===== src/rtl/fetch_stage_if.sv =====
// rtl/fetch_stage_if.sv - fetch stage bus: instruction memory, control from decode/execute, IF/ID outputs
interface fetch_stage_if #(
  parameter int ADDR_W  = 4,
  parameter int INSTR_W = 16
);
  logic [ADDR_W-1:0]  imem_addr;
  logic [INSTR_W-1:0] imem_instr;
  logic               stall;
  logic               redirect_valid;
  logic [ADDR_W-1:0]  redirect_addr;
  logic [INSTR_W-1:0] if_instr;
  logic [ADDR_W-1:0]  if_pc;
  logic [ADDR_W-1:0]  if_pc_plus1;
  logic               if_valid;

  // fetch stage side
  modport master (
    output imem_addr, if_instr, if_pc, if_pc_plus1, if_valid,
    input  imem_instr, stall, redirect_valid, redirect_addr
  );

  // memory / pipeline environment side
  modport slave (
    input  imem_addr, if_instr, if_pc, if_pc_plus1, if_valid,
    output imem_instr, stall, redirect_valid, redirect_addr
  );
endinterface


===== src/rtl/fetch_stage.sv =====
// rtl/fetch_stage.sv - program counter, jump predecode and IF/ID register for the instruction fetch stage
module fetch_stage #(
  parameter int               ADDR_W      = 4,
  parameter int               INSTR_W     = 16,
  parameter logic [ADDR_W-1:0] RESET_PC   = '0,
  parameter logic [3:0]       JUMP_OPCODE = 4'b1011
) (
  input logic            clk,
  input logic            rst_n,
  fetch_stage_if.master  bus
);

  localparam logic [ADDR_W-1:0] ONE = ADDR_W'(1);

  logic [ADDR_W-1:0]  pc;
  logic [ADDR_W-1:0]  pc_inc;
  logic [ADDR_W-1:0]  pc_next;
  logic               is_jump;
  logic               load;
  logic [INSTR_W-1:0] if_instr_q;
  logic [ADDR_W-1:0]  if_pc_q;
  logic [ADDR_W-1:0]  if_pc_plus1_q;
  logic               if_valid_q;

  // Memory decodes the address combinationally, so the PC drives it directly.
  assign bus.imem_addr   = pc;
  assign bus.if_instr    = if_instr_q;
  assign bus.if_pc       = if_pc_q;
  assign bus.if_pc_plus1 = if_pc_plus1_q;
  assign bus.if_valid    = if_valid_q;

  // Modulo-2^ADDR_W increment; the carry is intentionally dropped.
  assign pc_inc  = pc + ONE;
  assign is_jump = (bus.imem_instr[INSTR_W-1 -: 4] == JUMP_OPCODE);
  // A redirect flushes even a stalled slot, so it also forces a load.
  assign load    = bus.redirect_valid || !bus.stall;

  // Next PC: redirect beats stall, stall beats jump predecode, jump beats pc+1.
  always_comb begin
    pc_next = pc;
    if (bus.redirect_valid) begin
      pc_next = bus.redirect_addr;
    end else if (!bus.stall) begin
      pc_next = is_jump ? bus.imem_instr[ADDR_W-1:0] : pc_inc;
    end
  end

  // PC and IF/ID register; a redirect loads the wrong-path fetch but marks it invalid.
  always_ff @(posedge clk or negedge rst_n) begin
    if (!rst_n) begin
      pc            <= RESET_PC;
      if_instr_q    <= '0;
      if_pc_q       <= '0;
      if_pc_plus1_q <= ONE;
      if_valid_q    <= 1'b0;
    end else if (load) begin
      pc            <= pc_next;
      if_instr_q    <= bus.imem_instr;
      if_pc_q       <= pc;
      if_pc_plus1_q <= pc_inc;
      if_valid_q    <= !bus.redirect_valid;
    end
  end

endmodule


===== src/flat_wrapper.sv =====
// flat-port wrapper written by rule: the top's interface ports become plain ports
module fetch_stage_flat 
#(
  parameter int               ADDR_W      = 4,
  parameter int               INSTR_W     = 16,
  parameter logic [ADDR_W-1:0] RESET_PC   = '0,
  parameter logic [3:0]       JUMP_OPCODE = 4'b1011
)
  (clk, rst_n, bus_imem_addr, bus_if_instr, bus_if_pc, bus_if_pc_plus1, bus_if_valid, bus_imem_instr, bus_stall, bus_redirect_valid, bus_redirect_addr);
  fetch_stage_if #(.ADDR_W(ADDR_W), .INSTR_W(INSTR_W)) bus_i ();
  input logic clk;
  input logic rst_n;
  output wire logic [$bits(bus_i.imem_addr)-1:0] bus_imem_addr;
  output wire logic [$bits(bus_i.if_instr)-1:0] bus_if_instr;
  output wire logic [$bits(bus_i.if_pc)-1:0] bus_if_pc;
  output wire logic [$bits(bus_i.if_pc_plus1)-1:0] bus_if_pc_plus1;
  output wire logic [$bits(bus_i.if_valid)-1:0] bus_if_valid;
  input wire logic [$bits(bus_i.imem_instr)-1:0] bus_imem_instr;
  input wire logic [$bits(bus_i.stall)-1:0] bus_stall;
  input wire logic [$bits(bus_i.redirect_valid)-1:0] bus_redirect_valid;
  input wire logic [$bits(bus_i.redirect_addr)-1:0] bus_redirect_addr;
  assign bus_imem_addr = bus_i.imem_addr;
  assign bus_if_instr = bus_i.if_instr;
  assign bus_if_pc = bus_i.if_pc;
  assign bus_if_pc_plus1 = bus_i.if_pc_plus1;
  assign bus_if_valid = bus_i.if_valid;
  assign bus_i.imem_instr = bus_imem_instr;
  assign bus_i.stall = bus_stall;
  assign bus_i.redirect_valid = bus_redirect_valid;
  assign bus_i.redirect_addr = bus_redirect_addr;
  fetch_stage #(.ADDR_W(ADDR_W), .INSTR_W(INSTR_W), .RESET_PC(RESET_PC), .JUMP_OPCODE(JUMP_OPCODE)) u_core (.clk(clk), .rst_n(rst_n), .bus(bus_i));
endmodule

===== config.mk =====
export PLATFORM = sky130hd
export DESIGN_NAME = fetch_stage_flat
export DESIGN_NICKNAME = d
export VERILOG_FILES = /design/src/rtl/fetch_stage_if.sv /design/src/rtl/fetch_stage.sv /design/src/flat_wrapper.sv
export SDC_FILE = /design/constraint.sdc
export NUM_CORES = 1
export LEC_CHECK = 0
export CAP_MARGIN = 20
export CORE_MARGIN = 2
export CORE_UTILIZATION = 45
export DETAILED_ROUTE_END_ITERATION = 10
export PLACE_DENSITY = 0.82
export SLEW_MARGIN = 30
export SYNTH_ARGS = -nofsm -noshare
export SYNTH_HDL_FRONTEND = slang
export SYNTH_SLANG_ARGS = --single-unit

===== constraint.sdc =====
create_clock -name clk -period 2.4 [get_ports clk]
set_input_delay 0.48 -clock clk [delete_from_list [all_inputs] [get_ports clk]]
set_output_delay 0.48 -clock clk [all_outputs]
set_load 0.05 [all_outputs]

==> qor.csv <==
metric;value;unit
Initial DRC Count;13;
register area;727;um^2
fillers;218;
Post-synth EDFFs;0;
Initial Utilization;47.1;%
Simple-Gate Fraction of Synth Area;4.81;%
Clock Skew;0.00634;ns
largest family of logic cells by synthesized area;multiplexers;
Leak;0.862;nW
I/O Buffers;52;
Worst R2R End;u_core.bus.imem_addr[2];
Hold Violations, Final;0;
first-pass GRT wire length;4580;um
PD cells;740;mW/mm^2
clock slew at reported path FFs;0.08;ns
TritonCTS buffer count;5;
gr usage total;19.1;%
cell family with the largest share of critical-path delay;buffers and inverters;
Clock Tree Root;clkbuf_4;
Worst Setup End Kind;output port;
CTS tree;done;
Die Span Y;57.8;um
io pins;53;
Layout area overhead;44.0;%
most frequent cell after synthesis;dfrtp_1;
Post-Syn Area per Cell;14.3;um^2
setup slack at placement;0.410;ns
Post-CTS Resized;0;
final critical-path share of the clock period;89.2;%
htree depth;2;
final setup margin;0.260;ns
TNS Setup;0;ns
Pre-Repair DR Iteration Count;4;
Clock Latency Late Sink;0.31;ns
clock sink count;29;
share of cells above drive strength 1;21.8;%
Post-CTS Hold Fix Bufs;0;
Finish-stage setup viols;0;
R2R Setup Slk;1.15;ns
ys flop type;dfrtp_1;
Hold Crit Class;reg2reg;
Synth Area in Adders;0.962;%
Inserted Diodes;0;
wirelength, routed;2730;um
minimum clock period;2.14;ns
wire length per cell;15.4;um
Slew Limit Headroom;65.4;%
Cells after Synth;91;
fmax;467;MHz
Setup Buffers After CTS;0;
crit-path cells;clkdlybuf4s50_1;
Core Box Area;0.00276;mm^2
MaxCap Viol Count;0;
metal2 WL;1430;um
initial antenna violation count;0;
row count;19;
Max Root-Sink Buffers;2;
Hold Crit Start;u_core.bus.if_pc_plus1[0];
RSZ-0062 raised after global routing;no;
Worst Reg-to-Reg Cells;4;
worst hold endpoint;u_core.bus.if_pc_plus1[0];
Data required, critical path;1.92;ns
DR top layer;met4;
metal3 WL;229;um
Final Max Slew Viols;0;
status;complete, no violations;
Commonest cells post-synth;28 x dfrtp_1, 16 x mux2_4, 13 x a21oi_1;
FFs w/ async S/R, synth;100;%
RePlAce Congestion;0.670;
Hold Crit Depth;2;
chip width;57.8;um
FF+latch count, synth;29;
vias in the first global route;969;
CP peak stage delay;0.86;ns
slowest stage cell on the critical path;clkdlybuf4s50_1;
XOR/XNOR share of the synthesized area;1.35;%
Peak VDD IR;0.526;mV
DRC violations left;0;
Layout Cells excl Fill;178;
dpl hpwl;2040;um
post-route antenna net violation count;0;
area of the multi-input gates;500;um^2
Worst setup SP type;flop;
Netlist cell types;21;
Syn Nets;116;
post-synthesis mux area share;25.2;%
critical path fanouts, max;7;
largest net degree at the start of global routing;30;
synth warn;0;
R2R Path Start;u_core.bus.imem_addr[0];
post-synthesis sequential area ratio;55.9;%
Post-layout nets;172;
via count;898;
main area contributors after synthesis;dfrtp_1 54%, mux2_4 18%, mux2_2 5.2%, a21oi_1 5.0%, buf_6 2.6%;
synthesized cell area;0.00130;mm^2
Via-to-Cell Ratio;5.04;
number of instances in the placed design;171;
Crit path buffers/inverters;1;
Crit Path Class;reg2out;
cell taking the most area after synthesis;dfrtp_1;
Tightest Pin Transition;0.518;ns
Synth Area in Compound Gates;6.16;%
Critical Path AT;1.66;ns
Pwr Total;1.38;mW
global route total overflow;0;
Synth top area share;53.9;%
die area;0.00334;mm^2
Metal-1 WL;1050;um
## worst max path at each step
| stage | start | endpoint | slack (ns) | cells past startpoint |
|---|---|---|---|---|
| floorplan | u_core.bus.imem_addr[0] | u_core.bus.if_pc_plus1[2] | 0.97 | 3 |
| global placement | bus_stall | u_core.bus.if_instr[8] | 0.46 | 3 |
| detailed placement | bus_stall | u_core.bus.if_instr[4] | 0.41 | 3 |
| CTS | u_core.bus.imem_addr[0] | bus_imem_addr[0] | 0.24 | 1 |
| global route | u_core.bus.imem_addr[0] | bus_imem_addr[0] | 0.18 | 1 |
| finish | u_core.bus.imem_addr[0] | bus_imem_addr[0] | 0.26 | 1 |
## power breakdown
part           total (mW)  switching [mW]  internal [mW]
Clock               0.288           0.150          0.138
Sequential          0.590          0.0421          0.548
Combinational       0.507           0.297          0.210
Total                1.38           0.489          0.895
## registers in the layout, summed over array words and instances (netlist names)
register / count
u_core.bus.if_instr: 16
u_core.bus.if_pc: 4
u_core.bus.if_pc_plus1: 4
u_core.bus.if_valid: 1
u_core.bus.imem_addr: 4
## stage by stage
stage          utilization, %  cell area, um^2  hold WS, ns
5_1_grt                  67.9             1870        0.524
3_5_place_dp             65.9             1820        0.498
3_3_place_gp             65.9             1820        0.492
2_1_floorplan               -             1300        0.184
6_report                 67.9             1870        0.515
4_1_cts                  67.9             1870        0.519
## cell families after synthesis
kind of cell / Yosys count
flops: 29
compound gates: 15
mux: 24
buf+inv: 9
simple gates: 11
fa+ha+maj: 1
xor+xnor: 2
## layer usage
layer / up-vias / track usage (%)
met2: 37 / 30.0
met1: 434 / 22.6
met3: 2 / 8.04
met5: - / 0
met4: 0 / 8.97
li1: 425 / -
## final cells by class
type	count	area share, %
timing repair buffer	54	28.6
multi-input combinational	53	26.7
clock buffer	7	2.94
inverter	4	0.802
sequential	29	38.8
tap	31	2.07
## worst register-to-register path, cell delays in order, from the launching register on
cell     delay (ns)
dfrtp_1        0.48
ha_1           0.25
xor2_1         0.15
mux2i_1        0.17
a21oi_1        0.09
## layout by cell type, fill, tap and decap left out, drive strengths merged
cell and instances:
clkdlybuf4s50 52, a21oi 13, xnor2 1, xor2 1, a21o 1, ha 1
nand3b 1, nor2 4, nand4b 1, mux2 22, nand2b 1, nand2 2
clkbuf 7, dfstp 1, dfrtp 28, o211ai 1, nand3 2, inv 4
mux2i 2, buf 2
(Power assumes the default switching activity.)
